[src/rtl/ifmap_pkg.sv]
// Shared types and constants for the ifmap framer.
// Flag bit positions and the tagged word layout used by the PE.
package ifmap_pkg;

    localparam int IFM_DATA_WIDTH = 32;
    localparam int IFM_LEN_WIDTH  = 8;
    localparam int START_BIT      = IFM_DATA_WIDTH + 1;
    localparam int END_BIT        = IFM_DATA_WIDTH;

    typedef enum logic [1:0] {
        S_IDLE   = 2'd0,
        S_STREAM = 2'd1,
        S_DRAIN  = 2'd2,
        S_DONE   = 2'd3
    } framer_state_t;

    typedef struct packed {
        logic                      start_flag;
        logic                      end_flag;
        logic [IFM_DATA_WIDTH-1:0] payload;
    } tagged_word;

endpackage

[src/rtl/tag_skid_fifo.sv]
// Two-entry skid FIFO holding flag-tagged words.
// Pushes into a full FIFO and pops from an empty one are ignored.
module tag_skid_fifo #(
    parameter int WIDTH = 34
) (
    input  logic             clk,
    input  logic             rst,
    input  logic             i_push,
    input  logic [WIDTH-1:0] i_push_data,
    input  logic             i_pop,
    output logic [1:0]       o_count,
    output logic [WIDTH-1:0] o_head
);

    logic [WIDTH-1:0] r_mem [2];
    logic             r_wr_ptr;
    logic             r_rd_ptr;
    logic [1:0]       r_count;
    logic             w_push;
    logic             w_pop;

    assign w_push  = i_push && (r_count != 2'd2);
    assign w_pop   = i_pop && (r_count != 2'd0);
    assign o_count = r_count;
    assign o_head  = r_mem[r_rd_ptr];

    always_ff @(posedge clk) begin
        if (!rst) begin
            r_mem[0] <= '0;
            r_mem[1] <= '0;
            r_wr_ptr <= 1'b0;
            r_rd_ptr <= 1'b0;
            r_count  <= 2'd0;
        end else begin
            if (w_push) begin
                r_mem[r_wr_ptr] <= i_push_data;
                r_wr_ptr        <= ~r_wr_ptr;
            end
            if (w_pop) begin
                r_rd_ptr <= ~r_rd_ptr;
            end
            case ({w_push, w_pop})
                2'b10:   r_count <= r_count + 2'd1;
                2'b01:   r_count <= r_count - 2'd1;
                default: r_count <= r_count;
            endcase
        end
    end

endmodule

[src/rtl/ifmap_framer.sv]
// Frames a raw ifmap stream into {start, end, payload} words
// and writes them to the PE circular buffer under back-pressure.
module ifmap_framer
    import ifmap_pkg::*;
#(
    parameter int DATA_WIDTH = IFM_DATA_WIDTH,
    parameter int LEN_WIDTH  = IFM_LEN_WIDTH
) (
    input  logic                  clk,
    input  logic                  rst,
    input  logic                  start,
    input  logic [LEN_WIDTH-1:0]  row_len,
    input  logic [LEN_WIDTH-1:0]  row_count,
    input  logic                  in_valid,
    input  logic [DATA_WIDTH-1:0] in_data,
    output logic                  in_ready,
    input  logic                  buf_ready,
    output logic                  write_en,
    output logic [DATA_WIDTH+1:0] out_word,
    output logic                  busy,
    output logic                  done,
    output logic                  cfg_err
);

    localparam logic [LEN_WIDTH-1:0] ONE = LEN_WIDTH'(1);

    framer_state_t         r_state;
    framer_state_t         w_next;
    logic [LEN_WIDTH-1:0]  r_row_len;
    logic [LEN_WIDTH-1:0]  r_row_count;
    logic [LEN_WIDTH-1:0]  r_word_idx;
    logic [LEN_WIDTH-1:0]  r_row_idx;
    logic                  r_done;
    logic                  r_cfg_err;

    logic                  w_cfg_zero;
    logic                  w_accept_cfg;
    logic                  w_in_ready;
    logic                  w_push;
    logic                  w_pop;
    logic                  w_first;
    logic                  w_last_in_row;
    logic                  w_last_row;
    logic                  w_frame_end;
    logic                  w_drain_end;
    logic [1:0]            w_count;
    logic [DATA_WIDTH+1:0] w_head;
    logic [DATA_WIDTH+1:0] w_push_word;

    assign w_cfg_zero    = (row_len == '0) || (row_count == '0);
    assign w_accept_cfg  = (r_state == S_IDLE) && start && !w_cfg_zero;
    assign w_in_ready    = (r_state == S_STREAM) && (w_count != 2'd2);
    assign w_push        = in_valid && w_in_ready;
    assign w_pop         = (w_count != 2'd0) && buf_ready;
    assign w_first       = (r_word_idx == '0);
    assign w_last_in_row = (r_word_idx == r_row_len - ONE);
    assign w_last_row    = (r_row_idx == r_row_count - ONE);
    assign w_frame_end   = w_push && w_last_in_row && w_last_row;
    // The skid empties this cycle if its last entry is being written now.
    assign w_drain_end   = (w_count == 2'd0) ||
                           ((w_count == 2'd1) && w_pop);
    assign w_push_word   = {w_first, w_last_in_row, in_data};

    assign in_ready = w_in_ready;
    assign write_en = w_pop;
    assign out_word = w_head;
    assign busy     = (r_state != S_IDLE);
    assign done     = r_done;
    assign cfg_err  = r_cfg_err;

    tag_skid_fifo #(
        .WIDTH (DATA_WIDTH + 2)
    ) u_skid (
        .clk         (clk),
        .rst         (rst),
        .i_push      (w_push),
        .i_push_data (w_push_word),
        .i_pop       (w_pop),
        .o_count     (w_count),
        .o_head      (w_head)
    );

    always_comb begin
        w_next = r_state;
        unique case (r_state)
            S_IDLE:   if (w_accept_cfg) w_next = S_STREAM;
            S_STREAM: if (w_frame_end)  w_next = S_DRAIN;
            S_DRAIN:  if (w_drain_end)  w_next = S_DONE;
            S_DONE:   w_next = S_IDLE;
            default:  w_next = S_IDLE;
        endcase
    end

    always_ff @(posedge clk) begin
        if (!rst) begin
            r_state     <= S_IDLE;
            r_row_len   <= '0;
            r_row_count <= '0;
            r_word_idx  <= '0;
            r_row_idx   <= '0;
            r_done      <= 1'b0;
            r_cfg_err   <= 1'b0;
        end else begin
            r_state   <= w_next;
            r_done    <= (r_state == S_DRAIN) && w_drain_end;
            r_cfg_err <= (r_state == S_IDLE) && start && w_cfg_zero;
            if (w_accept_cfg) begin
                r_row_len   <= row_len;
                r_row_count <= row_count;
                r_word_idx  <= '0;
                r_row_idx   <= '0;
            end else if (w_push) begin
                if (w_last_in_row) begin
                    r_word_idx <= '0;
                    r_row_idx  <= r_row_idx + ONE;
                end else begin
                    r_word_idx <= r_word_idx + ONE;
                end
            end
        end
    end

endmodule

[config.mk]
export PLATFORM = sky130hd
export DESIGN_NAME = ifmap_framer
export DESIGN_NICKNAME = d
export VERILOG_FILES = /design/src/rtl/ifmap_pkg.sv /design/src/rtl/tag_skid_fifo.sv /design/src/rtl/ifmap_framer.sv
export SDC_FILE = /design/constraint.sdc
export NUM_CORES = 1
export LEC_CHECK = 0
export ABC_CLOCK_PERIOD_IN_PS = 9900
export CAP_MARGIN = 20
export CORE_ASPECT_RATIO = 1.75
export CORE_MARGIN = 2
export CORE_UTILIZATION = 40
export DETAILED_ROUTE_END_ITERATION = 7
export DONT_BUFFER_PORTS = 1
export PLACE_DENSITY = 0.52
export SYNTH_ARGS = -nofsm -noshare
export SYNTH_HDL_FRONTEND = slang
export SYNTH_SLANG_ARGS = --single-unit
[constraint.sdc]
create_clock -name clk -period 9.9 [get_ports clk]
set_input_delay 0.99 -clock clk [delete_from_list [all_inputs] [get_ports clk]]
set_output_delay 0.99 -clock clk [all_outputs]
set_load 0.01 [all_outputs]
==> metrics.txt <==
status=completed; Inst Count DP=approximately 630; per-cell routed wire length=16.9 µm; Synth Area in Adders=0.0303; WS Path Type=flop to flop; height of the die=about 160 µm; Clock Pin Slew Worst Setup and Hold Paths=0.08 ns; via count=between 3000 and 4000; worst vdd ir=around 0.1 mV; CP endpoint kind=flop; TritonCTS Buffers=9; post-synthesis xor/xnor area fraction=0.0440; ranking of synthesized cells by area=edfxtp_1 38%, dfxtp_1 15%, mux2_2 7.3%, and2_1 4.7%, and3_1 4.2%; Filler cells=around 1200; TritonCTS clock tree=yes; worst slew pin tran=0.610 ns; Tmin final=about 2.9 ns; r2r worst-path depth=9; Post-synth ARST share=0; post-synthesis cell type count=between 50 and 60; Clock Sinks=roughly 110; final setup TNS=0 ns; worst relative slew slack=0.590; Clock Skew=0.00975 ns; Iter 0 DRT Violations=95; register area=around 2900 µm²; # diodes=0; final hold vios=0; share of layout cells above drive strength 1=0.156; Layout Nets=around 530; wirelength, routed=between 10 and 15 mm; post-layout util=0.444; initial antenna violation count=0; register area share after synthesis=0.533; Residual DRC=0; Initial Util=0.406; HPWL Detailed=roughly 7.5 mm; Via-to-Cell Ratio=between 5 and 6; Max Fclk=350 MHz; Pins Over Slew Limit=0; Area growth syn-to-layout=9.46%; Post-Syn Area=between 5000 and 6000 µm²; CTS root buf=clkbuf_16; MaxCap Viol Count=0; RSZ-0062 raised after global routing=no; Synth Area in Simple Gates=0.206; wire length of the first global-routing pass=between 15 and 20 mm; routability cong.=around 0.79; Max clock buf depth=2; crit path max fanout=26; TritonRoute pass-1 iters=4; Port Buffer Count=0; Clock Latency Late Sink=0.35 ns; largest net degree at the start of global routing=66; startpoint types=flop; CTS Hold Bufs=0; hold depth=2; post-synth top area share=0.380; vias in the first global route=between 3000 and 4000; IO Pins=92; Mapped Nets=~530; Worst Hold Class=flop to flop; area of the core=13200 µm²; number of H-tree levels=3; setup bufs post-CTS=0; largest family of logic cells by synthesized area=simple AND/OR/NAND/NOR gates; mux contribution to synthesized area=0.107; total grt overflow=0; cts repair resizes=0; footprint of the multi-input gates=roughly 2300 µm²; die area=about 14000 µm²; WP data required=slightly above 10 ns; power density over cell area=between 200 and 250 nW/µm²; mean post-synth cell area=11.5 µm²; Leakage=around 0.0023 µW; CP Data Arrival Time=just over 3 ns; yosys warns=0; dominant cell by count in the synthesized netlist=edfxtp_1; final std cells w/o fill=642; commonest cells in the netlist=68 x edfxtp_1, 41 x dfxtp_1, 40 x and2_1; FF-to-FF setup slack=roughly 7.0 ns; FF+latch count, synth=between 100 and 150; period utilization=0.288; die outline width=91.6 µm; post-route antenna net violation count=0; total track usage=0.153; Most used DFF post-synth=edfxtp_1; Compound-Gate Fraction of Synth Area=0.0468; Post-synth EDFFs=68; std cell rows=between 50 and 60; cell taking the most area after synthesis=edfxtp_1; Syn Inst Count=roughly 470; Final setup violation count=0
-- cell usage in the layout, fill, tap and decap left out, types with 2 or more instances in the layout --
cell type / instances
xor2_1: 11
nor2_1: 25
inv_6: 3
ha_1: 13
xnor2_1: 16
inv_1: 15
a31o_2: 2
o21ai_0: 3
clkbuf_16: 9
nor2b_1: 19
nand3_1: 7
a21o_1: 2
dfxtp_1: 41
buf_4: 3
a21oi_1: 10
nor3_1: 8
nor4_1: 7
and3_1: 36
edfxtp_1: 68
o31ai_1: 3
nand4_1: 8
and2_1: 40
nor2_2: 2
mux2i_1: 18
or4_1: 2
nand2_1: 25
mux2_2: 35
nor4b_1: 3
-- cell families after synthesis --
family	after synthesis
and+or+nand+nor	193
adders and majority gates	13
AOI/OAI and AO/OA	35
xor gates and xnor gates	27
DFF	109
muxes	53
buffers and inverters	38
-- final cells by class --
cell class	count	area share
repair buffers	6	0.0145
inverters	16	0.0102
flip-flops and latches	109	0.487
clock inverters	6	0.0130
multi-input cells	321	0.399
clock buffers	10	0.0390
well taps	174	0.0370
-- through the flow --
stage | instance area, µm² | setup WS [ns] | power [µW] | hold slack, ns
after detailed placement | 5570 | 6.98 | 943 | 0.488
after floorplan | 5370 | 5.58 | 867 | 0.451
final | 5880 | 7.04 | 1300 | 0.491
after CTS | 5880 | 6.98 | 1320 | 0.499
after global routing | 5880 | 6.72 | 1370 | 0.540
after global placement | 5510 | 6.62 | 926 | 0.463
-- power by group --
part | total, µW | switching, µW | internal, µW
logic | 349 | 194 | 154
registers | 577 | 35.7 | 541
clock network | 373 | 171 | 202
-- routing by layer --
| layer | wire length (µm) | vias up | global-route usage |
|---|---|---|---|
| met2 | 5930 | 81 | 0.285 |
| met4 | 136 | 0 | 0.0534 |
| li1 | - | 1657 | - |
| met5 | 0 | - | 0 |
| met3 | 546 | 6 | 0.0364 |
| met1 | 4250 | 1621 | 0.166 |
-- critical path: stages, from the launching register on --
cell and delay (ns):
dfxtp_1 0.33, inv_1 0.10, ha_1 0.21, nor2b_1 0.29, and2_1 0.39, clkinv_1 0.34, nor2_2 0.46, buf_16 0.22
nand2_1 0.08, nor4_1 0.25
-- state kept, by name, summed over array words and instances (netlist names), named ones only --
signal / count
r_state: 2
done: 1
u_skid.r_rd_ptr: 1
r_row_len: 8
u_skid.r_mem: 68
r_word_idx: 8
r_row_idx: 8
u_skid.o_count: 2
cfg_err: 1
r_row_count: 8
u_skid.r_wr_ptr: 1
-- worst paths after layout --
check / from / endpoint
setup / recovery: r_state[1]$_SDFFE_PN0P_ / u_skid.r_mem[0][32]$_SDFFCE_PN0P_
hold / removal: r_state[1]$_SDFFE_PN0P_ / r_state[1]$_SDFFE_PN0P_
setup reg to reg: r_state[1]$_SDFFE_PN0P_ / u_skid.r_mem[0][32]$_SDFFCE_PN0P_
hold reg to reg: r_state[1]$_SDFFE_PN0P_ / r_state[1]$_SDFFE_PN0P_
Power figures use the tool's default switching activity.
